## config.mk

```make
export PLATFORM = sky130hd
export DESIGN_NAME = cp_dispatch_unit
export DESIGN_NICKNAME = d
export VERILOG_FILES = /design/src/rtl/cp_dispatch_unit.sv
export SDC_FILE = /design/constraint.sdc
export NUM_CORES = 1
export LEC_CHECK = 0
export CAP_MARGIN = 20
export CORE_AREA = 2 2 216 218
export CTS_CLUSTER_DIAMETER = 80
export DETAILED_ROUTE_END_ITERATION = 16
export DIE_AREA = 0 0 218 220
export PLACE_DENSITY_LB_ADDON = 0.12
export SLEW_MARGIN = 20
export SYNTH_ARGS = -nofsm -noshare
export SYNTH_HDL_FRONTEND = slang
export SYNTH_SLANG_ARGS = --single-unit
```

## constraint.sdc

```tcl
create_clock -name clk -period 6.1 [get_ports clk]
set_input_delay 0.61 -clock clk [delete_from_list [all_inputs] [get_ports clk]]
set_output_delay 0.61 -clock clk [all_outputs]
set_load 0.005 [all_outputs]
```

## src/rtl/cp_dispatch_unit.sv

```systemverilog
// Coprocessor dispatch unit: one CPU request in flight, routed to a
// selected coprocessor channel, with timeout abort and a response hold.
module cp_dispatch_unit #(
  parameter int DATA_WIDTH     = 64,
  parameter int INST_WIDTH     = 32,
  parameter int CP_NUM         = 4,
  parameter int TIMEOUT_CYCLES = 256,
  localparam int SW            = $clog2(CP_NUM)
) (
  input  logic                         clk,
  input  logic                         rst,
  input  logic                         req_valid,
  output logic                         req_ready,
  input  logic [SW-1:0]                req_sel,
  input  logic [INST_WIDTH-1:0]        req_inst,
  input  logic [DATA_WIDTH-1:0]        req_data,
  input  logic [CP_NUM-1:0]            cp_en_mask,
  output logic                         rsp_valid,
  input  logic                         rsp_ready,
  output logic [DATA_WIDTH-1:0]        rsp_data,
  output logic                         rsp_exc,
  output logic [1:0]                   rsp_cause,
  output logic [CP_NUM-1:0]            cp_req_valid,
  input  logic [CP_NUM-1:0]            cp_req_ready,
  output logic [INST_WIDTH-1:0]        cp_inst,
  output logic [DATA_WIDTH-1:0]        cp_data,
  input  logic [CP_NUM-1:0]            cp_rsp_valid,
  input  logic [CP_NUM*DATA_WIDTH-1:0] cp_rsp_data,
  input  logic [CP_NUM-1:0]            cp_rsp_exc,
  output logic [15:0]                  timeout_count
);

  localparam int TW = $clog2(TIMEOUT_CYCLES);
  localparam logic [TW-1:0] TMAX = TW'(TIMEOUT_CYCLES - 1);

  localparam logic [1:0] C_OK  = 2'b00;
  localparam logic [1:0] C_EXC = 2'b01;
  localparam logic [1:0] C_SEL = 2'b10;
  localparam logic [1:0] C_TMO = 2'b11;

  typedef enum logic [1:0] {
    S_IDLE,
    S_ISSUE,
    S_WAIT,
    S_RESP
  } state_e;

  state_e state_q, state_d;

  logic [SW-1:0]         sel_q, sel_d;
  logic [INST_WIDTH-1:0] inst_q, inst_d;
  logic [DATA_WIDTH-1:0] data_q, data_d;
  logic [TW-1:0]         timer_q, timer_d;
  logic [DATA_WIDTH-1:0] rdata_q, rdata_d;
  logic [1:0]            cause_q, cause_d;
  logic [15:0]           tcnt_q, tcnt_d;

  logic                  ch_req_rdy;
  logic                  ch_rsp_vld;
  logic                  ch_rsp_exc;
  logic [DATA_WIDTH-1:0] ch_rsp_dat;
  logic                  sel_ok;

  // Selected-channel view; unselected channels are invisible to the FSM
  always_comb begin
    ch_req_rdy = 1'b0;
    ch_rsp_vld = 1'b0;
    ch_rsp_exc = 1'b0;
    ch_rsp_dat = '0;
    sel_ok     = 1'b0;
    for (int i = 0; i < CP_NUM; i++) begin
      if (sel_q == SW'(i)) begin
        ch_req_rdy = cp_req_ready[i];
        ch_rsp_vld = cp_rsp_valid[i];
        ch_rsp_exc = cp_rsp_exc[i];
        ch_rsp_dat = cp_rsp_data[i*DATA_WIDTH +: DATA_WIDTH];
      end
      if (req_sel == SW'(i)) begin
        sel_ok = cp_en_mask[i];
      end
    end
  end

  always_ff @(posedge clk or posedge rst) begin
    if (rst) begin
      state_q <= S_IDLE;
      sel_q   <= '0;
      inst_q  <= '0;
      data_q  <= '0;
      timer_q <= '0;
      rdata_q <= '0;
      cause_q <= C_OK;
      tcnt_q  <= '0;
    end else begin
      state_q <= state_d;
      sel_q   <= sel_d;
      inst_q  <= inst_d;
      data_q  <= data_d;
      timer_q <= timer_d;
      rdata_q <= rdata_d;
      cause_q <= cause_d;
      tcnt_q  <= tcnt_d;
    end
  end

  always_comb begin
    state_d = state_q;
    sel_d   = sel_q;
    inst_d  = inst_q;
    data_d  = data_q;
    timer_d = timer_q;
    rdata_d = rdata_q;
    cause_d = cause_q;
    tcnt_d  = tcnt_q;
    unique case (state_q)
      S_IDLE: begin
        if (req_valid) begin
          sel_d  = req_sel;
          inst_d = req_inst;
          data_d = req_data;
          if (sel_ok) begin
            state_d = S_ISSUE;
            timer_d = '0;
          end else begin
            state_d = S_RESP;
            rdata_d = '0;
            cause_d = C_SEL;
          end
        end
      end
      S_ISSUE, S_WAIT: begin
        timer_d = timer_q + TW'(1);
        // A response in the expiry cycle beats the timeout
        if (ch_rsp_vld && (state_q == S_WAIT || ch_req_rdy)) begin
          state_d = S_RESP;
          rdata_d = ch_rsp_dat;
          cause_d = ch_rsp_exc ? C_EXC : C_OK;
        end else if (timer_q == TMAX) begin
          state_d = S_RESP;
          rdata_d = '0;
          cause_d = C_TMO;
          if (tcnt_q != 16'hFFFF) begin
            tcnt_d = tcnt_q + 16'd1;
          end
        end else if (state_q == S_ISSUE && ch_req_rdy) begin
          state_d = S_WAIT;
        end
      end
      S_RESP: begin
        if (rsp_ready) begin
          state_d = S_IDLE;
        end
      end
      default: state_d = S_IDLE;
    endcase
  end

  always_comb begin
    req_ready    = (state_q == S_IDLE);
    rsp_valid    = (state_q == S_RESP);
    rsp_exc      = (cause_q != C_OK);
    cp_req_valid = '0;
    for (int i = 0; i < CP_NUM; i++) begin
      cp_req_valid[i] = (state_q == S_ISSUE) && (sel_q == SW'(i));
    end
  end

  assign rsp_data      = rdata_q;
  assign rsp_cause     = cause_q;
  assign cp_inst       = inst_q;
  assign cp_data       = data_q;
  assign timeout_count = tcnt_q;

endmodule

```

# Word level (Yosys, flattened, before mapping)
# Index checks and enable logic that the tools add are counted.
# totals
ff_bits,190
latchBits,0
ram_bits,0
mem_bits_ro,0
output_inout_bits,185
mem_count,0
# op_classes
n_addsub,2
mul,0
div_mod_pow,0
magnitude_cmp,0
n_eq_ne,17
n_shift,0
mux,41
bitwise_logic,1
n_reduce_logical,18
# op_table
operator,count
$mux W64,8
$pmux W64 S2,1
$mux W2,10
$mux W1,17
$add A16 B1 Y16 const B,1
$mux W8,2
$ne A16 B16 Y1 const B,1
$pmux W8 S2,1
$eq A2 B2 Y1 const B,6
$add A8 B1 Y8 const B,1
$eq A8 B8 Y1 const B,1
$reduce_and A4 Y1,2
$eq A2 B1 Y1 const B,3
$logic_and A1 B1 Y1,6
$logic_not A2 Y1,3
$pmux W2 S3,1
$reduce_and A3 Y1,2
$ne A2 B1 Y1 const B,2
$ne A2 B2 Y1 const B,2
$ne A4 B4 Y1 const B,1
$pmux W2 S2,1
$reduce_bool A2 Y1,2
$ne A3 B3 Y1 const B,1
$reduce_and A2 Y1,1
3 further kinds,3

# Logic depth before layout (Yosys ltp)
# Gate-level depths: netlist (run 1).
# depth
word_depth,10
depth_mapped,9
mapped_depth_nobuf,7

# Least setup slack after synthesis (run 1)
# OpenSTA, ideal clock, no wires.
# synth_timing
path_kind,reg2reg
from,register state_q[0]
to,"register tcnt_q[1], in the netlist timeout_count[1]"
setup_time_ps,127
arrival_ps,2228
t_required_ps,5973
setup_slack_ps,3744
path_stages_with_launch,9
synth_period_minus_slack_ps,2356
path_cell_list,dfrtp_1 inv_1 ha_1 buf_2 clkinv_1 nor4_1 nand2_1 or2_1 mux2_1
# synth_between
elab_chain_cells,5
elab_cells_between_ends,7
# synth_lines
element,line_no,source
from (decl),48,"state_e state_q, state_d;"
from (signal assigned),95,state_q <= state_d;
$eq A2 B2 Y1,"115, 134",
$logic_or A1 B1 Y1,134,if (ch_rsp_vld && (state_q == S_WAIT || ch_req_rdy)) begin
$logic_and A1 B1 Y1,134,
$not A1 Y1 (no line),n/a,
$reduce_and A4 Y1 (no line) *,n/a,
to (signal assigned),102,tcnt_q <= tcnt_d;
to (decl),56,"logic [15:0] tcnt_q, tcnt_d;"
# Mark *: on every way between the ends. The rest lies on a longest branch, timed or not.
# A chain may end at the register's enable or synchronous reset.

# Worst setup path in the final report (run 1)
# Same ends and word-level chain as after synthesis.

==> results.py, run 1 <==
metrics = {
    "outcome": {
        "outcome": "finished, final reports clean",
    },
    "synth": {
        "synth.most_common_cell": "dfrtp_1",
        "ys_seq_elements": 190,
        "synth_edf_count": 0,
        "synthDistinctLibCells": 44,
        "synthAdderAreaFrac": 0.00974,
        "synth_common_cells": "190 x dfrtp_1, 99 x mux2_1, 68 x mux4_2, 65 x a22o_1, 20 x clkbuf_1",
        "yosysWarnings": 0,
        "synth_top_family_by_area": "multiplexers",
        "synth-compound-area-share": 0.0831,
        "syn_area_per_cell_sq_um": 15.1,
        "async_flop_share": 1.00,
        "synth_simple_gate_area_frac": 0.0399,
        "synth_area_leaders": "dfrtp_1 53%, mux4_2 17%, mux2_1 12%, a22o_1 6.3%, xnor2_1 1.2%",
        "syn_area_sq_um": 8990,
        "synth_cells": 595,
        "ys_seq_area_frac": 0.529,
        "synth_xor_area_frac": 0.0175,
        "synth.top_cell.area_share": 0.529,
        "yosysTopAreaCell": "dfrtp_1",
        "synth_nets": 976,
        "ys.flop_type": "dfrtp_1",
        "synth_mux_area_frac": 0.295,
    },
    "sta": {
        "max_slew_margin": 0.403,
        "fmax_mhz": 309,
        "post-route-period-util": 0.530,
        "fin_crit_ps": 3230,
        "whs_ps": 490,
        "tightest_slew_ps": 896,
        "fin_skew_ps": 9.04,
        "maxSlewViolCount": 0,
        "rsz0062_at_grt": "false",
        "finalHoldViolCount": 0,
        "tns_ps": 0,
        "setup_viol": 0,
    },
    "floorplanning": {
        "die_y_um": 220,
        "rows": 79,
        "pin_count": 559,
        "start_util": 0.196,
        "die_w_um": 218,
        "core_area_sq_um": 45900,
        "dieArea_sq_um": 48000,
    },
    "power": {
        "p_leak_nw": 6.28,
        "p_per_area_nw_per_um2": 421,
        "peakVddDrop_mv": 0.422,
    },
    "clock_tree": {
        "cts_setup_buffers": 0,
        "clk_latency_ps": 450,
        "cts_root_buf": "clkbuf_16",
        "cts_hold_buf": 0,
        "numCtsBuffers": 17,
        "cts_buffer_depth": 2,
        "cts_tree": "built",
        "cts_resized": 0,
        "h-tree-depth": 4,
        "clock-sinks": 190,
        "clk_pin_slew_worst_paths_ps": 70,
    },
    "drt": {
        "antenna_left": 0,
        "drt_pass1_iterations": 5,
        "vias": 7418,
        "drt_first_iter_violations": 384,
        "routed_wl_um": 39300,
        "wl_per_cell_um": 22.3,
        "via_per_inst": 4.21,
        "drc_errors": 0,
    },
    "cells_and_area": {
        "utilization": 0.346,
        "drive_gt1_frac": 0.0991,
        "syn2layout_area_growth_pct": 76.5,
        "instances_no_fill": 1761,
        "fin_nets": 1518,
    },
    "global_route": {
        "grt_overflow": 0,
        "grt_pass1_wl_um": 54600,
        "grt_max_degree": 96,
        "antenna_found_initial": 12,
        "grt_pass1_vias": 7892,
        "grt_use_total": 0.161,
    },
    "placed_design": {
        "portBuffers": 558,
        "dp_hpwl_um": 31700,
        "dp.cells": 1725,
        "gp_congestion": 0.778,
    },
    "worst_setup_path": {
        "crit_path_start_kind": "flop",
        "path_max_fanout": 10,
        "critical_path_class": "flop to flop",
        "critPathCaptureType": "flop",
        "required_ps": 6440,
        "arrival_ps": 3570,
    },
    "worst_hold_path": {
        "hp-class": "flop to flop",
    },
    "job": {
        "cap_viol_max_count": 0,
    },
}
[registers in the layout, indices dropped and copies added, names as in the netlist]
name           flops
rsp_data          64
sel_q              2
rsp_cause          2
timer_q            8
cp_data           64
state_q            2
cp_inst           32
timeout_count     16
[layout make-up]
| type | instances | area [sq um] |
|---|---|---|
| antenna | 4 | 10.0 |
| clock buffer | 21 | 460 |
| clock inverter | 11 | 179 |
| fill | 4544 | 30000 |
| inverter | 8 | 37.5 |
| multi-input combinational | 355 | 4020 |
| sequential | 190 | 4760 |
| tap | 607 | 759 |
| timing repair buffer | 565 | 5640 |
[final timing paths]
| kind | start | endpoint | slack (ps) | cells after the start |
|---|---|---|---|---|
| worst max register to register | state_q[0]$_DFFE_PP0P_ | timeout_count[1]$_DFFE_PP0P_ | 2870 | 7 |
| worst min register to register | cp_inst[7]$_DFFE_PP0P_ | cp_inst[7]$_DFFE_PP0P_ | 490 | 1 |
| min in group asynchronous | rst | cp_data[34]$_DFFE_PP0P_ | 670 | 2 |
| max in group asynchronous | rst | rsp_data[20]$_DFFE_PP0P_ | 4270 | 3 |
| worst max-delay path | state_q[0]$_DFFE_PP0P_ | timeout_count[1]$_DFFE_PP0P_ | 2870 | 7 |
| worst min-delay path | cp_inst[7]$_DFFE_PP0P_ | cp_inst[7]$_DFFE_PP0P_ | 490 | 1 |
[stage by stage]
| stage | setup WS (ps) | total power, mW | cell area [sq um] |
|---|---|---|---|
| after floorplan | 320 | 3.81 | 8990 |
| after global placement | 2720 | 5.54 | 15200 |
| after detailed placement | 2690 | 5.57 | 15200 |
| after CTS | 2670 | 6.85 | 15900 |
| after global routing | 2530 | 7.13 | 15900 |
| final | 2870 | 6.68 | 15900 |
[where the power goes]
group / internal, mW / total (mW) / switching (mW) / leakage [nW]
clock network: 0.715 / 1.24 / 0.524 / 0.305
registers: 1.77 / 2.10 / 0.336 / 2.38
logic: 1.96 / 3.34 / 1.39 / 3.60
total: 4.44 / 6.68 / 2.25 / 6.28
[logic make-up (layout without fill, tap and decap cells)]
family / after synthesis / count (layout)
muxes: 168 / 168
buffers and inverters: 50 / 605
AOI/OAI and AO/OA: 90 / 90
xor gates and xnor gates: 18 / 18
adders and majority gates: 7 / 7
other: 0 / 4
DFF: 190 / 190
and+or+nand+nor: 72 / 72
[cells in the final DEF (no fill, tap or decap), types with 7 or more instances in the layout]
| cell | Yosys | layout |
|---|---|---|
| clkdlybuf4s50_1 | 0 | 558 |
| dfrtp_1 | 190 | 188 |
| mux2_1 | 99 | 99 |
| mux4_2 | 68 | 68 |
| a22o_1 | 65 | 65 |
| nand2_1 | 19 | 18 |
| clkbuf_16 | 0 | 17 |
| nor2_1 | 13 | 13 |
| xnor2_1 | 12 | 12 |
| nand3_1 | 9 | 9 |
| nor3_1 | 7 | 7 |
| ha_1 | 7 | 7 |
| buf_4 | 1 | 7 |
[critical path, cell delays in order (launching register included)]
cell,delay [ps]
dfrtp_1,380
inv_1,110
ha_1,500
clkinv_1,290
nor4_1,800
nand2_1,370
or2_1,360
mux2_1,320
[routing by layer]
metal	track usage	vias up	part of all wire
met4	0.0737	12	0.031
met1	0.177	3627	0.37
li1	-	3381	-
met5	0	-	0.0020
met2	0.272	343	0.51
met3	0.0625	55	0.091
Power figures use the tool's default switching activity.
==> run 2: changes to the inputs <==
--- a/config.mk
+++ b/config.mk
@@ -6,10 +6,10 @@
 export NUM_CORES = 1
 export LEC_CHECK = 0
 export CAP_MARGIN = 20
-export CORE_AREA = 2 2 216 218
+export CORE_AREA = 2 2 219 221
 export CTS_CLUSTER_DIAMETER = 80
 export DETAILED_ROUTE_END_ITERATION = 16
-export DIE_AREA = 0 0 218 220
+export DIE_AREA = 0 0 221 223
 export PLACE_DENSITY_LB_ADDON = 0.12
 export SLEW_MARGIN = 20
 export SYNTH_ARGS = -nofsm -noshare
==> constraint.sdc (replaced) <==
create_clock -name clk -period 3.2 [get_ports clk]
set_input_delay 0.32 -clock clk [delete_from_list [all_inputs] [get_ports clk]]
set_output_delay 0.32 -clock clk [all_outputs]
set_load 0.005 [all_outputs]
==> results.py, run 2 (synthesized netlist as in run 1, its figures left out) <==
metrics = {
    "outcome": {
        "outcome": "finished, final reports clean",
    },
    "sta": {
        "fin_crit_ps": 2760,
        "tightest_slew_ps": 781,
        "post-route-period-util": 0.861,
        "rsz0062_at_grt": "false",
        "max_slew_margin": 0.479,
        "fmax_mhz": 363,
        "fin_skew_ps": 11.3,
        "setup_viol": 0,
        "maxSlewViolCount": 0,
        "tns_ps": 0,
        "finalHoldViolCount": 0,
    },
    "cells_and_area": {
        "utilization": 0.338,
        "final_cell_area_sq_um": 15900,
        "filler_cell_count": 4701,
        "drive_gt1_frac": 0.104,
        "multi_input_area_sq_um": 4020,
        "final_common_cell": "clkdlybuf4s50_1",
        "seq_area_sq_um": 4760,
        "final_cell_mix": "558 x clkdlybuf4s50_1, 188 x dfrtp_1, 99 x mux2_1",
        "fin_nets": 1523,
        "syn2layout_area_growth_pct": 77.3,
    },
    "power": {
        "seqPwrFrac": 0.308,
        "p_switching_mw": 4.31,
        "p_comb_frac": 0.516,
        "p_per_area_nw_per_um2": 800,
        "p_int_mw": 8.45,
        "p_leak_nw": 6.32,
        "p_sw_frac": 0.338,
        "peakVddDrop_mv": 0.940,
        "power_frac_clock": 0.177,
    },
    "drt": {
        "met2_length_um": 20500,
        "routed_wl_um": 38100,
        "antenna_left": 0,
        "wl_met3_um": 2420,
        "highest_layer": "met4",
        "drt_first_iter_violations": 308,
        "drt_pass1_iterations": 5,
        "vias": 7455,
        "via_per_inst": 4.21,
        "wl_met1_um": 14500,
        "drc_errors": 0,
        "wl_per_cell_um": 21.5,
    },
    "clock_tree": {
        "clock-sinks": 190,
        "cts_root_buf": "clkbuf_16",
        "numCtsBuffers": 17,
        "cts_tree": "built",
        "clk_latency_ps": 450,
        "cts_hold_buf": 0,
        "cts_resized": 0,
        "clk_pin_slew_worst_paths_ps": 70,
        "h-tree-depth": 4,
        "cts_setup_buffers": 0,
        "cts_buffer_depth": 2,
    },
    "global_route": {
        "grt_use_total": 0.153,
        "antenna_found_initial": 0,
        "grt_overflow": 0,
        "grt_pass1_wl_um": 55200,
        "grt_pass1_vias": 8127,
        "grt_max_degree": 97,
    },
    "worst_setup_path": {
        "startpoint": "sel_q[0]$_DFFE_PP0P_",
        "crit_path_start_kind": "flop",
        "r2r_start": "sel_q[0]$_DFFE_PP0P_",
        "arrival_ps": 3060,
        "critPathCaptureType": "flop",
        "required_ps": 3500,
        "path_max_fanout": 67,
        "critical_path_class": "flop to flop",
    },
    "floorplanning": {
        "core_area_sq_um": 47100,
        "start_util": 0.191,
        "pin_count": 559,
        "die_y_um": 223,
        "dieArea_sq_um": 49300,
        "die_w_um": 221,
        "rows": 80,
    },
    "placed_design": {
        "dp_hpwl_um": 30900,
        "gp_congestion": 0.763,
        "placed_cell_area_sq_um": 15300,
        "portBuffers": 558,
    },
    "job": {
        "cap_viol_max_count": 0,
    },
    "worst_hold_path": {
        "hp-class": "input pin to async pin",
    },
}
[run 2: critical path, stage by stage, from the launching register on]
cell,delay [ps]
dfrtp_4,570
mux4_2,630
o21a_1,260
o311ai_4,260
buf_4,640
o21ai_0,180
[run 2: final cells by class]
type                       count  area share
antenna                        2    0.000314
clock buffer                  19      0.0278
clock inverter                13      0.0100
inverter                       8     0.00212
multi-input combinational    355       0.252
sequential                   190       0.299
tap                          615      0.0483
timing repair buffer         570       0.361
[run 2: layer usage]
metal	vias up	GRT usage
met4	0	0.0435
li1	3390	-
met5	-	0
met3	25	0.0443
met2	309	0.279
met1	3731	0.172
[run 2: metrics by stage]
step | power, mW | hold slack, ps | setup WS, ps | std cells
final | 12.8 | 223 | 445 | 1772
after global routing | 13.6 | 235 | 276 | 1770
after CTS | 13.1 | 197 | 434 | 1770
after detailed placement | 10.8 | 480 | 370 | 1738
after global placement | 10.7 | 474 | 370 | 1738
after floorplan | 7.26 | 452 | 432 | 595
[run 2: power by group through the flow]
| stage | clock (mW) | combinational, mW | sequential [mW] |
|---|---|---|---|
| after floorplan | 0 | 3.33 | 3.92 |
| after global placement | 0 | 6.73 | 3.96 |
| after detailed placement | 0 | 6.78 | 3.98 |
| after CTS | 2.37 | 6.77 | 3.95 |
| after global routing | 2.45 | 7.07 | 4.05 |
| final | 2.25 | 6.58 | 3.92 |
[run 2: worst paths after layout]
kind | endpoint | slack (ps) | depth (start not counted)
worst min-delay path | cp_inst[6]$_DFFE_PP0P_ | 220 | 2
worst max register to register | rsp_cause[0]$_DFFE_PP0P_ | 440 | 5
max in group asynchronous | rsp_data[10]$_DFFE_PP0P_ | 2070 | 3
worst min register to register | cp_data[3]$_DFFE_PP0P_ | 490 | 1
worst max-delay path | rsp_cause[0]$_DFFE_PP0P_ | 440 | 5
min in group clk | cp_inst[0]$_DFFE_PP0P_ | 460 | 2
